==> src/rtl/fb_pkg.sv <==
// Shared frame-buffer constants, client indices, colors and FSM encoding for the
// draw scheduler and its arbiter.
package fb_pkg;

    localparam int FB_WIDTH  = 160;
    localparam int FB_HEIGHT = 120;
    localparam int FB_AW     = 15;
    localparam int FB_DW     = 3;
    localparam int FB_NCLI   = 3;

    localparam int COORD_XW = 8;
    localparam int COORD_YW = 7;

    localparam int CLIENT_CLEAR   = 0;
    localparam int CLIENT_PADDLES = 1;
    localparam int CLIENT_BALL    = 2;

    localparam logic [FB_DW-1:0] COLOR_OBJECT = 3'b111;
    localparam logic [FB_DW-1:0] COLOR_SCREEN = 3'b000;

    typedef enum logic [1:0] {
        IDLE   = 2'd0,
        LATCH  = 2'd1,
        DRAW   = 2'd2,
        FINISH = 2'd3
    } state_t;

    // Width of a client index, kept at least one bit for the single-client case.
    function automatic int idx_width(input int n);
        return (n > 1) ? $clog2(n) : 1;
    endfunction

endpackage

==> src/rtl/fb_draw_scheduler_if.sv <==
// Client request bus plus frame-buffer write port seen by the draw scheduler.
interface fb_draw_scheduler_if #(
    parameter int NCLI = fb_pkg::FB_NCLI,
    parameter int AW   = fb_pkg::FB_AW,
    parameter int DW   = fb_pkg::FB_DW
);
    import fb_pkg::*;

    logic [NCLI-1:0]          req;
    logic [NCLI*COORD_XW-1:0] req_x;
    logic [NCLI*COORD_YW-1:0] req_y;
    logic [NCLI*COORD_XW-1:0] req_w;
    logic [NCLI*COORD_YW-1:0] req_h;
    logic [NCLI*DW-1:0]       req_color;
    logic [NCLI-1:0]          done;
    logic                     busy;
    logic [AW-1:0]            mem_px_addr;
    logic [DW-1:0]            mem_px_data;
    logic                     px_wr;

    modport master (
        output req, req_x, req_y, req_w, req_h, req_color,
        input  done, busy, mem_px_addr, mem_px_data, px_wr
    );

    modport slave (
        input  req, req_x, req_y, req_w, req_h, req_color,
        output done, busy, mem_px_addr, mem_px_data, px_wr
    );

endinterface

==> src/rtl/fb_draw_scheduler_rr_arbiter.sv <==
// Round-robin arbiter: searches from the client after the last accepted grant.
module rr_arbiter
    import fb_pkg::*;
#(
    parameter int NCLI = FB_NCLI,
    localparam int IW  = idx_width(NCLI)
) (
    input  logic            clk,
    input  logic            rst,
    input  logic [NCLI-1:0] req,
    input  logic            accept,
    output logic [NCLI-1:0] grant,
    output logic [IW-1:0]   grant_idx
);

    logic [IW-1:0] ptr_q, ptr_d;
    logic [IW-1:0] cand_idx;
    logic          found;
    int            cand;

    always_comb begin
        grant     = '0;
        grant_idx = '0;
        found     = 1'b0;
        cand      = 0;
        cand_idx  = '0;
        for (int i = 1; i <= NCLI; i++) begin
            cand = int'(ptr_q) + i;
            if (cand >= NCLI) cand = cand - NCLI;
            cand_idx = IW'(cand);
            if (!found && req[cand_idx]) begin
                grant[cand_idx] = 1'b1;
                grant_idx       = cand_idx;
                found           = 1'b1;
            end
        end
        ptr_d = (accept && found) ? grant_idx : ptr_q;
    end

    // Pointer resets to the last client so client 0 is searched first.
    always_ff @(posedge clk) begin
        if (rst) ptr_q <= IW'(NCLI - 1);
        else     ptr_q <= ptr_d;
    end

endmodule

==> src/rtl/fb_draw_scheduler.sv <==
// Serialises client rectangle fills into one-pixel-per-cycle frame-buffer writes,
// clipping each rectangle to the frame before drawing.
module fb_draw_scheduler
    import fb_pkg::*;
#(
    parameter int WIDTH  = FB_WIDTH,
    parameter int HEIGHT = FB_HEIGHT,
    parameter int AW     = FB_AW,
    parameter int DW     = FB_DW,
    parameter int NCLI   = FB_NCLI
) (
    input  logic                clk,
    input  logic                rst,
    fb_draw_scheduler_if.slave  bus
);

    localparam int IW = idx_width(NCLI);

    state_t                 state_q, state_d;
    logic [NCLI-1:0]        grant_q, grant_d;
    logic [IW-1:0]          grant_idx_q, grant_idx_d;
    logic [COORD_XW-1:0]    w_q, w_d, col_q, col_d;
    logic [COORD_YW-1:0]    h_q, h_d, row_q, row_d;
    logic [AW-1:0]          row_base_q, row_base_d, addr_q, addr_d;
    logic [DW-1:0]          data_q, data_d;
    logic                   px_wr_q, px_wr_d, busy_q, busy_d;
    logic [NCLI-1:0]        done_q, done_d;

    logic                   accept;
    logic [NCLI-1:0]        arb_grant;
    logic [IW-1:0]          arb_idx;
    logic [COORD_XW-1:0]    sel_x, sel_w, room_x, w_eff;
    logic [COORD_YW-1:0]    sel_y, sel_h, room_y, h_eff;
    logic [DW-1:0]          sel_color;
    logic [AW-1:0]          base;
    logic                   outside;

    rr_arbiter #(.NCLI(NCLI)) u_arb (
        .clk       (clk),
        .rst       (rst),
        .req       (bus.req),
        .accept    (accept),
        .grant     (arb_grant),
        .grant_idx (arb_idx)
    );

    assign sel_x     = bus.req_x[grant_idx_q*COORD_XW +: COORD_XW];
    assign sel_y     = bus.req_y[grant_idx_q*COORD_YW +: COORD_YW];
    assign sel_w     = bus.req_w[grant_idx_q*COORD_XW +: COORD_XW];
    assign sel_h     = bus.req_h[grant_idx_q*COORD_YW +: COORD_YW];
    assign sel_color = bus.req_color[grant_idx_q*DW +: DW];

    // Clipping and the start address are only needed once per rectangle, in LATCH.
    assign outside = (int'(sel_x) >= WIDTH) || (int'(sel_y) >= HEIGHT);
    assign room_x  = COORD_XW'(WIDTH - int'(sel_x));
    assign room_y  = COORD_YW'(HEIGHT - int'(sel_y));
    assign w_eff   = outside ? '0 : ((sel_w > room_x) ? room_x : sel_w);
    assign h_eff   = outside ? '0 : ((sel_h > room_y) ? room_y : sel_h);
    assign base    = AW'(int'(sel_y) * WIDTH + int'(sel_x));

    always_comb begin
        state_d     = state_q;
        grant_d     = grant_q;
        grant_idx_d = grant_idx_q;
        w_d         = w_q;
        h_d         = h_q;
        col_d       = col_q;
        row_d       = row_q;
        row_base_d  = row_base_q;
        addr_d      = addr_q;
        data_d      = data_q;
        px_wr_d     = 1'b0;
        done_d      = '0;
        busy_d      = busy_q;
        accept      = 1'b0;
        case (state_q)
            IDLE: begin
                if (|bus.req) begin
                    accept      = 1'b1;
                    grant_d     = arb_grant;
                    grant_idx_d = arb_idx;
                    busy_d      = 1'b1;
                    state_d     = LATCH;
                end
            end
            LATCH: begin
                w_d        = w_eff;
                h_d        = h_eff;
                col_d      = '0;
                row_d      = '0;
                row_base_d = base;
                if (w_eff != '0 && h_eff != '0) begin
                    px_wr_d = 1'b1;
                    addr_d  = base;
                    data_d  = sel_color;
                    state_d = DRAW;
                end else begin
                    done_d  = grant_q;
                    state_d = FINISH;
                end
            end
            DRAW: begin
                // Row steps add WIDTH to the row base; no per-pixel multiply.
                if (col_q == w_q - COORD_XW'(1)) begin
                    if (row_q == h_q - COORD_YW'(1)) begin
                        done_d  = grant_q;
                        state_d = FINISH;
                    end else begin
                        col_d      = '0;
                        row_d      = row_q + COORD_YW'(1);
                        row_base_d = row_base_q + AW'(WIDTH);
                        addr_d     = row_base_q + AW'(WIDTH);
                        px_wr_d    = 1'b1;
                    end
                end else begin
                    col_d   = col_q + COORD_XW'(1);
                    addr_d  = addr_q + AW'(1);
                    px_wr_d = 1'b1;
                end
            end
            FINISH: begin
                busy_d  = 1'b0;
                state_d = IDLE;
            end
            default: state_d = IDLE;
        endcase
    end

    always_ff @(posedge clk) begin
        if (rst) begin
            state_q     <= IDLE;
            grant_q     <= '0;
            grant_idx_q <= '0;
            w_q         <= '0;
            h_q         <= '0;
            col_q       <= '0;
            row_q       <= '0;
            row_base_q  <= '0;
            addr_q      <= '0;
            data_q      <= '0;
            px_wr_q     <= 1'b0;
            done_q      <= '0;
            busy_q      <= 1'b0;
        end else begin
            state_q     <= state_d;
            grant_q     <= grant_d;
            grant_idx_q <= grant_idx_d;
            w_q         <= w_d;
            h_q         <= h_d;
            col_q       <= col_d;
            row_q       <= row_d;
            row_base_q  <= row_base_d;
            addr_q      <= addr_d;
            data_q      <= data_d;
            px_wr_q     <= px_wr_d;
            done_q      <= done_d;
            busy_q      <= busy_d;
        end
    end

    assign bus.px_wr       = px_wr_q;
    assign bus.mem_px_addr = addr_q;
    assign bus.mem_px_data = data_q;
    assign bus.done        = done_q;
    assign bus.busy        = busy_q;

endmodule
==> src/flat_wrapper.sv <==
// flat-port wrapper written by rule: the top's interface ports become plain ports
module fb_draw_scheduler_flat import fb_pkg::*;
#(
    parameter int WIDTH  = FB_WIDTH,
    parameter int HEIGHT = FB_HEIGHT,
    parameter int AW     = FB_AW,
    parameter int DW     = FB_DW,
    parameter int NCLI   = FB_NCLI
)
  (clk, rst, bus_req, bus_req_x, bus_req_y, bus_req_w, bus_req_h, bus_req_color, bus_done, bus_busy, bus_mem_px_addr, bus_mem_px_data, bus_px_wr);
  fb_draw_scheduler_if #(.NCLI(NCLI), .AW(AW), .DW(DW)) bus_i ();
  input  logic clk;
  input  logic rst;
  input wire logic [$bits(bus_i.req)-1:0] bus_req;
  input wire logic [$bits(bus_i.req_x)-1:0] bus_req_x;
  input wire logic [$bits(bus_i.req_y)-1:0] bus_req_y;
  input wire logic [$bits(bus_i.req_w)-1:0] bus_req_w;
  input wire logic [$bits(bus_i.req_h)-1:0] bus_req_h;
  input wire logic [$bits(bus_i.req_color)-1:0] bus_req_color;
  output wire logic [$bits(bus_i.done)-1:0] bus_done;
  output wire logic [$bits(bus_i.busy)-1:0] bus_busy;
  output wire logic [$bits(bus_i.mem_px_addr)-1:0] bus_mem_px_addr;
  output wire logic [$bits(bus_i.mem_px_data)-1:0] bus_mem_px_data;
  output wire logic [$bits(bus_i.px_wr)-1:0] bus_px_wr;
  assign bus_i.req = bus_req;
  assign bus_i.req_x = bus_req_x;
  assign bus_i.req_y = bus_req_y;
  assign bus_i.req_w = bus_req_w;
  assign bus_i.req_h = bus_req_h;
  assign bus_i.req_color = bus_req_color;
  assign bus_done = bus_i.done;
  assign bus_busy = bus_i.busy;
  assign bus_mem_px_addr = bus_i.mem_px_addr;
  assign bus_mem_px_data = bus_i.mem_px_data;
  assign bus_px_wr = bus_i.px_wr;
  fb_draw_scheduler #(.WIDTH(WIDTH), .HEIGHT(HEIGHT), .AW(AW), .DW(DW), .NCLI(NCLI)) u_core (.clk(clk), .rst(rst), .bus(bus_i));
endmodule
==> config.mk <==
export PLATFORM = sky130hd
export DESIGN_NAME = fb_draw_scheduler_flat
export DESIGN_NICKNAME = d
export VERILOG_FILES = /design/src/rtl/fb_pkg.sv /design/src/rtl/fb_draw_scheduler_if.sv /design/src/rtl/fb_draw_scheduler_rr_arbiter.sv /design/src/rtl/fb_draw_scheduler.sv /design/src/flat_wrapper.sv
export SDC_FILE = /design/constraint.sdc
export NUM_CORES = 1
export LEC_CHECK = 0
export ABC_AREA = 1
export BUFFER_PORTS_ARGS = -buffer_cell sky130_fd_sc_hd__buf_2
export CORE_MARGIN = 2
export CORE_UTILIZATION = 52
export DETAILED_ROUTE_END_ITERATION = 7
export PLACE_DENSITY_LB_ADDON = 0.15
export SETUP_SLACK_MARGIN = 0.5
export SLEW_MARGIN = 20
export SYNTH_ARGS = -nofsm -noshare
export SYNTH_HDL_FRONTEND = slang
export SYNTH_SLANG_ARGS = --single-unit
==> constraint.sdc <==
create_clock -name clk -period 3.6 [get_ports clk]
set_clock_uncertainty 0.2 [all_clocks]
set_input_delay 0.36 -clock clk [delete_from_list [all_inputs] [get_ports clk]]
set_output_delay 0.36 -clock clk [all_outputs]
set_load 0.02 [all_outputs]
==> results.md <==
- Status: finished with violations
- Failing checks: negative setup slack
- CTS root buffer: clkbuf_16
- Vias in the first global route: 7,702
- Number of buffers added on ports: 126
- Fraction of layout cells with a size suffix above 1: between 30% and 40%
- Clock buffer count from CTS: 9
- Synthesis-stage register bit count: between 70 and 80
- Hold depth: 4
- Delay-heaviest family, CP: simple AND/OR/NAND/NOR gates
- Yosys warnings: 0
- HP Class: input port to flip-flop
- DR WL/cell: 14.70 µm
- Diode count: 0
- Crit path DAT: 3.96 ns
- Worst R2R Path Depth: 28
- Layout area overhead: 44.68%
- Final WS setup: -0.2802 ns
- Clock transition at path regs: 0.06 ns
- CTS tree: built
- Largest family of logic cells by synthesized area: simple AND/OR/NAND/NOR gates
- Antenna violations before repair: 0
- Async set-reset flop share out of synthesis: 0%
- R2R Setup Slk: -0.28 ns
- Sequential cell area: 0.001551 mm²
- Row count: 41
- Initial Util: 53.37%
- TritonRoute pass-1 iters: 6
- CP required: 3.68 ns
- Largest area contributor in the netlist: dfxtp_1
- Final period utilization: 107.8%
- Routed WL: 22,270 µm
- Mapped Avg Cell Area: just over 6 µm²
- Clk sink count: between 70 and 80
- DRC viols: 0
- First-pass GRT wire length: approximately 34,000 µm
- Setup violators final: 23
- Hold-fix buffers at CTS: 0
- FF-to-FF Start: u_core.grant_idx_q[0]
- CORE AREA: ~0.013 mm²
- Fill cell count: between 900 and 1,000
- Simple-gate portion of the synthesized area: 34.45%
- Post-synth top flop: dfxtp_1
- Final hold violations: 0
- Io pins: 127
- Max incr delay on CP: 0.42 ns
- Largest net degree at the start of global routing: 33
- Initial DRC Count: 571
- Seq/Total Area, Yosys: 22.79%
- Slowest CP cell: dfxtp_4
- Final Critical Period: between 3 and 4 ns
- Multiplexer area fraction after synthesis: 0.1480%
- Slew @ Worst Pin: 1.158 ns
- Slew Limit Fails: 0
- CP Buf/Inv Count: 6
- Worst setup path category: flip-flop to flip-flop
- Crit path depth: 28
- Fin nets: approximately 1,500
- CP Launch Type: flip-flop
- Synth top area share: 22.79%
- Die Height: 118.0 µm
- Count of different cell masters after synthesis: 52
- Top post-synthesis cells by area: dfxtp_1 (23%), nand2_1 (15%), ha_1 (8.7%)
- Worst R2R End: u_core.bus.mem_px_addr[7]
- Final HPWL DP: 14,170 µm
- Overall Global Routing Usage: 29.21%
- Sink of the worst hold path: u_core.bus.busy
- Antenna-violating nets left: 0
- Post-synth EDFFs: 0
- Area of the mapped netlist: 0.006763 mm²
- Clk Latency, worst-skew pair: 0.34 ns
- Crit-path max FO: 8
- Number of max-cap violations: 0
- Die X: about 120 µm
- Clock Path Buffers: 2
- Cell count after synthesis: 1,095
- GRT Residual Overflow: 0
- Final RePlAce weighted congestion: 0.9057
- Rel. slew slack: 22.79%
- Highest Clock Rate: between 200 and 300 MHz
- Die area: around 0.014 mm²
- Synth Area in Compound Gates: 16.71%
- Footprint of the multi-input gates: roughly 0.0053 mm²
- Adder-cell share of the synthesized area: 9.288%
- Synth Area in XOR/XNOR: 5.698%
- Sum of negative setup slack: -5.538 ns
- H-tree lvl count: 3
- Post-Syn Nets: 1,248
- Unrepaired setup endpoints after global routing: yes
- Vias per inst: 5.398
- Setup crit end kind: flip-flop
- Hold path start: bus_req[0]
- Routed via count: roughly 8,200
-- placed cells by master, fill, tap and decap left out, types with 15 or more instances in the layout --
cell and count:
nand2_1 229, nor2_1 126, buf_2 126, inv_1 119, buf_4 119, o21ai_0 80
dfxtp_1 73, a21oi_1 59, nand3_1 36, nand2_2 36, xor2_1 31, ha_1 31
nand3_2 28, buf_6 17, a21oi_2 16, nor2_2 15, ha_4 15
-- stage by stage --
| step | hold slack, ns | worst slack (ns) | util, % | cells | instance area (µm²) |
|---|---|---|---|---|---|
| 2_1_floorplan | 0.2143 | 0.1843 | - | 1095 | 6898 |
| 3_3_place_gp | 0.2330 | -0.1318 | 64.35 | 1438 | 8154 |
| 3_5_place_dp | 0.2328 | -0.2907 | 64.35 | 1438 | 8154 |
| 4_1_cts | 0.1793 | -0.06971 | 71.33 | 1494 | 9039 |
| 5_1_grt | 0.2376 | -0.4379 | 77.22 | 1515 | 9784 |
| 6_report | 0.1843 | -0.2802 | 77.22 | 1515 | 9784 |
-- routing by layer --
metal | track usage [%] | wire, µm | vias to the layer above
li1 | - | - | 4015
met1 | 34.67 | 8873 | 3817
met2 | 53.96 | 11430 | 262
met3 | 4.264 | 1144 | 84
met4 | 8.886 | 818 | 0
met5 | 0 | 0 | -
-- cells by family (layout without fill, tap and decap cells) --
group / after synthesis / count (layout)
AOI/OAI and AO/OA: 201 / 201
xor gates and xnor gates: 44 / 44
adders and majority gates: 49 / 49
buffers and inverters: 176 / 423
DFF: 77 / 77
muxes: 1 / 1
and+or+nand+nor: 547 / 548
-- flip-flops by register name, indices dropped and copies added (netlist names) --
register,cells
u_core.bus.mem_px_addr,15
u_core.row_base_q,15
u_core.col_q,8
u_core.w_q,8
u_core.h_q,7
u_core.row_q,7
u_core.bus.done,3
u_core.bus.mem_px_data,3
u_core.grant_q,3
u_core.grant_idx_q,2
u_core.state_q,2
u_core.u_arb.ptr_q,2
u_core.bus.busy,1
u_core.bus.px_wr,1
-- worst max-delay path by stage --
stage                           from                   endpoint  slack [ns]
6_report       u_core.grant_idx_q[0]  u_core.bus.mem_px_addr[7]       -0.28
3_5_place_dp   u_core.grant_idx_q[1]  u_core.bus.mem_px_addr[8]       -0.29
3_3_place_gp   u_core.grant_idx_q[1]  u_core.bus.mem_px_addr[8]       -0.13
5_1_grt        u_core.grant_idx_q[0]  u_core.bus.mem_px_addr[7]       -0.44
2_1_floorplan  u_core.grant_idx_q[0]  u_core.bus.mem_px_addr[5]        0.18
4_1_cts        u_core.grant_idx_q[0]  u_core.bus.mem_px_addr[8]       -0.07
-- worst register-to-register path, delay by kind of cell, from the launching register on --
family	cells	cell delay (ns)
simple gates	19	1.85
buf+inv	6	0.78
fa+ha+maj	2	0.44
flops	1	0.42
compound gates	1	0.14
-- Yosys cell counts (all sizes together) (3+ instances only) --
cell	n
buf	23
a32oi	5
xnor2	12
nand3b	4
nor2	149
a21oi	78
ha	47
o21ai	95
inv	138
nand4	11
nor4	3
or2	15
dfxtp	77
a31oi	3
nand2	281
o32ai	3
xor2	32
and2	8
nor3	9
nand3	65
clkbuf	15
o211ai	3
-- layout make-up --
class	count	area share (%)
clock inverters	6	0.8824
flip-flops and latches	77	15.86
clock buffers	10	2.340
well taps	172	2.199
repair inverters	1	0.06394
multi-input cells	843	54.09
repair buffers	268	18.91
inverters	138	5.652
-- what timing repair did --
| action | in CTS | in global routing |
|---|---|---|
| pin swaps | 22 | 47 |
| buffers inserted | 35 | 21 |
| endpoints found under the setup margin | 41 | 62 |
| gates cloned | 5 | 0 |
| resized for setup | 58 | 143 |
Power is left out: the tool's default activity adds up to more than one toggle a clock period on the data nets, which glitch-free logic cannot reach.
